## src/rtl/game_flow_controller.sv

```systemverilog
// Game flow controller: credits gate, lives, respawn delay, levels, score and timed end screen.
// Optional macro HIGH_SCORE_EN builds the high-score register; otherwise high_score is tied to 0.
module game_flow_controller #(
    parameter int NUM_LIVES      = 3,
    parameter int RESPAWN_FRAMES = 60,
    parameter int END_SCREEN_SEC = 15,
    parameter int CLK_HZ         = 31500000,
    parameter int SCORE_W        = 16,
    parameter int ALIEN_PTS      = 10,
    parameter int BONUS_PTS      = 100
) (
    input  logic               clk,
    input  logic               reset,
    input  logic               start_of_frame,
    input  logic               key_start_n,
    input  logic [3:0]         credits,
    input  logic               hit_player,
    input  logic               hit_alien,
    input  logic [1:0]         alien_type,
    input  logic               hit_bonus,
    input  logic               aliens_cleared,
    input  logic               aliens_landed,
    output logic               standby,
    output logic               start_game,
    output logic               game_ended,
    output logic               respawning,
    output logic               credit_consume,
    output logic               score_update,
    output logic               life_lost,
    output logic               level_up,
    output logic [3:0]         lives,
    output logic [3:0]         level,
    output logic [SCORE_W-1:0] score,
    output logic [5:0]         end_time,
    output logic [SCORE_W-1:0] high_score
);

    localparam logic [2:0] S_IDLE    = 3'd0;
    localparam logic [2:0] S_START   = 3'd1;
    localparam logic [2:0] S_NEWGAME = 3'd2;
    localparam logic [2:0] S_PLAY    = 3'd3;
    localparam logic [2:0] S_RESPAWN = 3'd4;
    localparam logic [2:0] S_OVER    = 3'd5;

    localparam int                 TICK_W    = (CLK_HZ > 1) ? $clog2(CLK_HZ) : 1;
    localparam logic [SCORE_W-1:0] SCORE_MAX = '1;

    logic [2:0]         state;
    logic [TICK_W-1:0]  tickCnt;
    logic [7:0]         respawnCnt;
    logic [3:0]         frameFlags;
    logic [3:0]         flagsBase;
    logic [3:0]         accepted;
    logic [31:0]        pts;
    logic [SCORE_W-1:0] scoreNext;
    logic               inPlay;
    logic               wantCredit;
    logic               loadGame;
    logic               enterOver;

    function automatic logic [SCORE_W-1:0] satAdd(input logic [SCORE_W-1:0] a, input logic [31:0] b);
        logic [SCORE_W+32:0] sum;
        sum = {33'd0, a} + {{(SCORE_W+1){1'b0}}, b};
        return (sum > {33'd0, SCORE_MAX}) ? SCORE_MAX : sum[SCORE_W-1:0];
    endfunction

    // Event bits: 0 player, 1 alien, 2 bonus, 3 cleared. A new frame reopens every slot.
    always_comb begin
        inPlay     = (state == S_PLAY);
        flagsBase  = start_of_frame ? 4'b0000 : frameFlags;
        accepted   = inPlay ? ({aliens_cleared, hit_bonus, hit_alien, hit_player} & ~flagsBase) : 4'b0000;
        pts        = (accepted[1] ? 32'(ALIEN_PTS) * 32'(alien_type) : 32'd0) +
                     (accepted[2] ? 32'(BONUS_PTS) : 32'd0);
        scoreNext  = satAdd(score, pts);
        wantCredit = !key_start_n && (credits != 4'd0);
        loadGame   = wantCredit && ((state == S_IDLE) || ((state == S_OVER) && (end_time != 6'd0)));
        enterOver  = inPlay && (aliens_landed || (accepted[0] && (lives == 4'd1)));
    end

    always_comb begin
        standby    = (state == S_IDLE) || (state == S_START);
        start_game = (state == S_START) || (state == S_NEWGAME);
        game_ended = (state == S_OVER) || (state == S_NEWGAME);
        respawning = (state == S_RESPAWN);
    end

    always_ff @(posedge clk) begin
        if (reset) begin
            state          <= S_IDLE;
            frameFlags     <= 4'b0000;
            credit_consume <= 1'b0;
            score_update   <= 1'b0;
            life_lost      <= 1'b0;
            level_up       <= 1'b0;
            lives          <= 4'd0;
            level          <= 4'd0;
            score          <= '0;
            end_time       <= 6'(END_SCREEN_SEC);
            tickCnt        <= '0;
            respawnCnt     <= 8'd0;
        end else begin
            credit_consume <= 1'b0;
            life_lost      <= 1'b0;
            level_up       <= 1'b0;
            frameFlags     <= flagsBase | accepted;
            score          <= scoreNext;
            score_update   <= (scoreNext != score);

            if (accepted[3] && (level != 4'd15)) begin
                level    <= level + 4'd1;
                level_up <= 1'b1;
            end

            case (state)
                S_IDLE: begin
                    if (wantCredit) state <= S_START;
                end
                S_START, S_NEWGAME: begin
                    if (key_start_n) state <= S_PLAY;
                end
                S_PLAY: begin
                    if (aliens_landed) begin
                        state <= S_OVER;
                        lives <= 4'd0;
                    end else if (accepted[0]) begin
                        lives      <= lives - 4'd1;
                        life_lost  <= 1'b1;
                        respawnCnt <= 8'd0;
                        state      <= (lives == 4'd1) ? S_OVER : S_RESPAWN;
                    end
                end
                S_RESPAWN: begin
                    if (start_of_frame) begin
                        respawnCnt <= respawnCnt + 8'd1;
                        if (respawnCnt == 8'(RESPAWN_FRAMES - 1)) state <= S_PLAY;
                    end
                end
                S_OVER: begin
                    // Timeout wins over a simultaneous key press
                    if (end_time == 6'd0) state <= S_IDLE;
                    else if (wantCredit) state <= S_NEWGAME;
                    if (tickCnt == TICK_W'(CLK_HZ - 1)) begin
                        tickCnt <= '0;
                        if (end_time != 6'd0) end_time <= end_time - 6'd1;
                    end else begin
                        tickCnt <= tickCnt + TICK_W'(1);
                    end
                end
                default: state <= S_IDLE;
            endcase

            if (enterOver) begin
                end_time <= 6'(END_SCREEN_SEC);
                tickCnt  <= '0;
            end

            if (loadGame) begin
                credit_consume <= 1'b1;
                lives          <= 4'(NUM_LIVES);
                level          <= 4'd0;
                score          <= '0;
            end
        end
    end

`ifdef HIGH_SCORE_EN
    logic [SCORE_W-1:0] highScoreReg;

    always_ff @(posedge clk) begin
        if (reset) begin
            highScoreReg <= '0;
        end else if (enterOver && (scoreNext > highScoreReg)) begin
            highScoreReg <= scoreNext;
        end
    end

    assign high_score = highScoreReg;
`else
    assign high_score = '0;
`endif

endmodule

```

## config.mk

```make
export PLATFORM = sky130hd
export DESIGN_NAME = game_flow_controller
export DESIGN_NICKNAME = d
export VERILOG_FILES = /design/src/rtl/game_flow_controller.sv
export SDC_FILE = /design/constraint.sdc
export NUM_CORES = 1
export LEC_CHECK = 0
export ABC_CLOCK_PERIOD_IN_PS = 3300
export CAP_MARGIN = 20
export CORE_ASPECT_RATIO = 0.7
export CORE_MARGIN = 8
export CORE_UTILIZATION = 38
export DETAILED_ROUTE_END_ITERATION = 8
export MAX_ROUTING_LAYER = met4
export PLACE_DENSITY = 0.75
export SLEW_MARGIN = 0
export SYNTH_ARGS = -nofsm -noshare
export SYNTH_HDL_FRONTEND = slang
export SYNTH_SLANG_ARGS = --single-unit
```

## constraint.sdc

```tcl
create_clock -name clk -period 3.3 [get_ports clk]
set_input_delay 0.33 -clock clk [delete_from_list [all_inputs] [get_ports clk]]
set_output_delay 0.33 -clock clk [all_outputs]
set_load 0.01 [all_outputs]
```

After elaboration in Yosys (flattened, before gate mapping):

Cells that the tools add are included.

* $add $sub $neg: 7
* multiply operators: 1
* magnitude comparators: 1
* eq/ne operators: 18
* mux-type cells: 27
* bitwise operators: 4
* reduce and logical (&&, ||, !) cells: 29

Operator list (count)
* 25-bit by 1-bit adder with 25-bit output, second input constant: 1
* 25-bit == test, second input constant: 1
* 25-bit two-way mux: 1
* 3-bit two-way mux: 8
* 8-bit two-way mux: 3
* 16-bit by 8-bit adder with 17-bit output: 1
* 17-bit by 16-bit > comparator with 1-bit output, second input constant: 1
* 16-bit two-way mux: 1
* 4-bit two-way mux: 4
* 16-bit inequality test: 1
* 8-bit case mux with 2 select lines: 1
* 3-bit case mux with 5 select lines: 1
* 2-bit inequality test, second input constant: 5
* 6-bit by 7-bit adder with 8-bit output: 1
* 8-bit by 1-bit adder with 8-bit output, second input constant: 1
* 8-bit by 6-bit == test with 1-bit output, second input constant: 1
* 7-bit two-way mux: 1
* 3-bit by 2-bit == test with 1-bit output, second input constant: 2
* 3-bit == test, second input constant: 2
* 1-bit logical AND: 6
* 6-bit zero test: 1
* 6-bit two-way mux: 1
* 6-bit AND reduction: 1
* 2-bit nonzero test: 3
* other kinds (27): 38

* flip-flop bits (word level): 74
* word-level logic and storage cells: 100

Longest topological paths before layout:

Gate-level depths: netlist of run 1.

* depth after elaboration: 10
* depth in mapped cells: 14
* mapped depth without buffers: 12

Least setup slack after synthesis of run 1:

Ideal clock, no wire load.

* kind: flip-flop to flip-flop
* start: reg state[2]
* end: reg score_update
* arrival: 3.179 ns
* slack: -0.005 ns
* cell stages (with the launch flop): 15
* buffers on the path: 2
* cells stage by stage: dfxtp_1 and3b_1 buf_2 and3_1 and2_1 fa_1 ha_1 fa_1 a21oi_1 o211ai_1 and2_1 clkbuf_1 o21ai_0 a41o_1 nand3_1

* cells in the longest elaborated chain, start to end: 8

Ends and longest elaborated chain
* start, declared: RTL line 48 `logic [2:0] state;`
* start signal, assigned: RTL line 129 `state <= (lives == 4'd1) ? S_OVER : S_RESPAWN;`
* 3-bit by 2-bit == test with 1-bit output *: RTL line 69 `inPlay = (state == S_PLAY);`
* 4-bit two-way mux *: RTL line 71 `accepted = inPlay ? ({aliens_cleared, hit_bonus, hit_alien, hit_player} & ~flagsBase) : 4'b0000;`
* 6-bit two-way mux / 7-bit two-way mux (equally long branches): RTL line 72, 73
* 6-bit by 7-bit adder with 8-bit output *: RTL line 72 `pts = (accepted[1] ? 32'(ALIEN_PTS) * 32'(alien_type) : 32'd0) +`
* 16-bit by 8-bit adder with 17-bit output *: RTL line 63 `sum = {33'd0, a} + {{(SCORE_W+1){1'b0}}, b};`
* 17-bit by 16-bit > comparator with 1-bit output: RTL line 64 `return (sum > {33'd0, SCORE_MAX}) ? SCORE_MAX : sum[SCORE_W-1:0];`
* 16-bit two-way mux *: RTL line 64
* 16-bit inequality test *: RTL line 107 `score_update <= (scoreNext != score);`
* end signal, assigned: RTL line 107
* end, declared: RTL line 28 `output logic score_update,`

Every way passes the cells marked *; elsewhere a longest branch is shown, timed or not.
A chain may end at the register's enable or synchronous reset.

Worst setup path after layout of run 1:

Same ends and word-level chain as after synthesis.

==> metrics, run 1 <==
final setup violation count=0; antenna-violating nets left=0; die width=between 100 and 150 um; root buf cell=clkbuf_16; DR vias/cell=about 5; Die H=roughly 100 um; Reg clk slew, reported paths=around 0.060 ns; # DRC=0; largest net degree at the start of global routing=25; area leader, netlist=dfxtp_1; Hold Buf Count CTS=0; CP Class=reg -> reg; Layout area overhead=26.7%; Post-Synthesis Cells=between 400 and 500; hpwl dp=7470 um; Leak=around 0.002 uW; Critical Path Slowest Stage Cell=fa_1; status=completed; Synth top area share=0.369; final instance area=between 5000 and 6000 um2; WP buf/inv=1; Final min period=approximately 3.2 ns; Most Frequent Cell on Critical Path=nand3_1; Core Area=slightly above 10,000 um2; first-pass GRT wire length=roughly 16,000 um; Crit path required time=around 3.5 ns; routability-driven placement congestion ratio=approximately 0.89; layout cell share with drive strength beyond 1=0.108; Ports=69; Yosys Warn Count=0; DR iter-0 viols=235; Syn Std Cell Area=4010 um2; initial core utilization=0.389; port bufs=52; fmax=317 MHz; Via Count=between 3,000 and 4,000; Total GRT Usage=0.146; Final Max Tran Viols=0; diodes inserted=0; final design utilization=0.493; filler instances=967; asr flop ratio synth=0; Critical Path Max Stage Delay=approximately 0.45 ns; nets@finish=584; Worst Path Max Fanout=5; vias in the first global route=3,392; CTS H-tree lvls=3; Peak VDD IR=0.325 mV; Worst Setup Start Kind=register; Synth area leaders=dfxtp_1 37%, nor2_1 6.9%, ha_1 5.6%; total CTS buffers=9; worst hold slack=0.381 ns; Netlist cell types=60; Power Density=502 nW/um2; worst path arrival time=3.37 ns; skew final=0.00880 ns; Most used DFF post-synth=dfxtp_1; most frequent cells in the layout=74 x nor2_1, 74 x dfxtp_1, 51 x clkdlybuf4s50_1; placed inst area=around 4700 um2; CTS tree=yes; WL final=9730 um; wire per inst=14.2 um; CTS sink count=74; DRT Pass-1 Iters=4; fin crit share=0.955; Worst Tran Pin Value=0.653 ns; DIE AREA=14,200 um2; Max Cap Viol=0; Worst slew margin=0.563; Hold/Removal Path Class=in -> reg; clk_lat worst skew=approximately 0.33 ns; initial antenna violation count=0; CP top delay family=adder cells; Critical Path End Type=register; flops & latches, synth=74; Fin Setup TNS=0 ns; Final Hold Fails=0; CTS max path bufs=2; total gr overflow=0; Seq/Total Area, Yosys=0.369; row count=31; EDFF count, synth=0; Mean Syn Cell Area=approximately 8.4 um2; worst path cell trace=and3b_2, and3_1, and2_1, fa_1, ha_2, fa_2, buf_4, nand3_1, and2_4, xor2_1, a21o_1, a41o_1, nand3_1
==> synth_stat cells, drive strengths merged, types with 7 or more instances <==
master / number
nor3: 13
nor2: 74
nor4: 7
a21oi: 25
and2: 7
clkbuf: 9
xor2: 21
dfxtp: 74
nand2b: 10
and3: 12
xnor2: 24
buf: 22
inv: 14
ha: 18
nand2: 42
nand3: 22
o21ai: 7
nand4: 10
==> report_power, final <==
part	switching [uW]	total (uW)	internal, uW
combinational	304	571	267
sequential	31.8	965	933
clock	385	1020	630
==> cells by family after synthesis <==
family	count (synthesis)	share of synthesized area
and+or+nand+nor	225	0.283
AOI/OAI and AO/OA	60	0.0985
DFF	74	0.369
muxes	6	0.0153
other	1	0.000935
xor gates and xnor gates	46	0.104
buffers and inverters	45	0.0633
adders and majority gates	20	0.0661
==> worst register-to-register path: cells and delay by family, from the launching register on <==
kind / cells / cell delay (ns)
AOI/OAI and AO/OA: 2 / 0.33
xor gates and xnor gates: 1 / 0.18
DFF: 1 / 0.33
and+or+nand+nor: 6 / 0.96
buffers and inverters: 1 / 0.16
adders and majority gates: 3 / 1.10
==> area by class of cell <==
cell class	count	area, um2	share of cell area
Clock inverter	5	60.1	0.0118
Multi-Input combinational cell	373	2360	0.464
Sequential cell	74	1480	0.291
Timing Repair Buffer	77	711	0.140
Clock buffer	11	253	0.0497
Tap cell	132	165	0.0325
Inverter	14	52.6	0.0103
==> stage by stage <==
step | power [uW] | worst slack [ns] | std cells
2_1_floorplan | 1340 | 0.0589 | 492
3_3_place_gp | 1530 | -0.213 | 669
3_5_place_dp | 1540 | -0.299 | 669
4_1_cts | 2560 | 0.0366 | 685
5_1_grt | 2680 | -0.0156 | 686
6_report | 2550 | 0.148 | 686
==> path summary, 6_finish.rpt <==
check                                    start            end  slack (ns)  cells past startpoint
worst max-delay path                  state[2]   score_update        0.15                     13
worst min-delay path            start_of_frame  frameFlags[1]        0.38                      3
worst max register to register        state[2]   score_update        0.15                     13
worst min register to register   respawnCnt[5]  respawnCnt[5]        0.48                      2
==> flip-flops by register name, indices dropped and copies added, names as in the netlist <==
signal          cells
tickCnt            25
score              16
respawnCnt          8
end_time            6
frameFlags          4
level               4
lives               4
state               3
credit_consume      1
level_up            1
life_lost           1
score_update        1
==> timing repair <==
action                     in CTS  in global routing
resized for setup               0                 10
setup endpoints to repair       0                 12
setup buffers                   0                  1
==> metal layers <==
metal / up-vias / routed length (um) / GRT usage
li1: 1765 / - / -
met1: 1671 / 4840 / 0.187
met2: 93 / 4300 / 0.227
met3: 7 / 508 / 0.0359
met4: 0 / 91 / 0.0361
met5: - / 0 / -
Power figures use the tool's default switching activity.
==> inputs of run 2 (changes only) <==
Settings changed: SLEW_MARGIN 0 to 10.
==> results of run 2 <==
The final DEF is identical to that of run 1; final timing and power are the same.
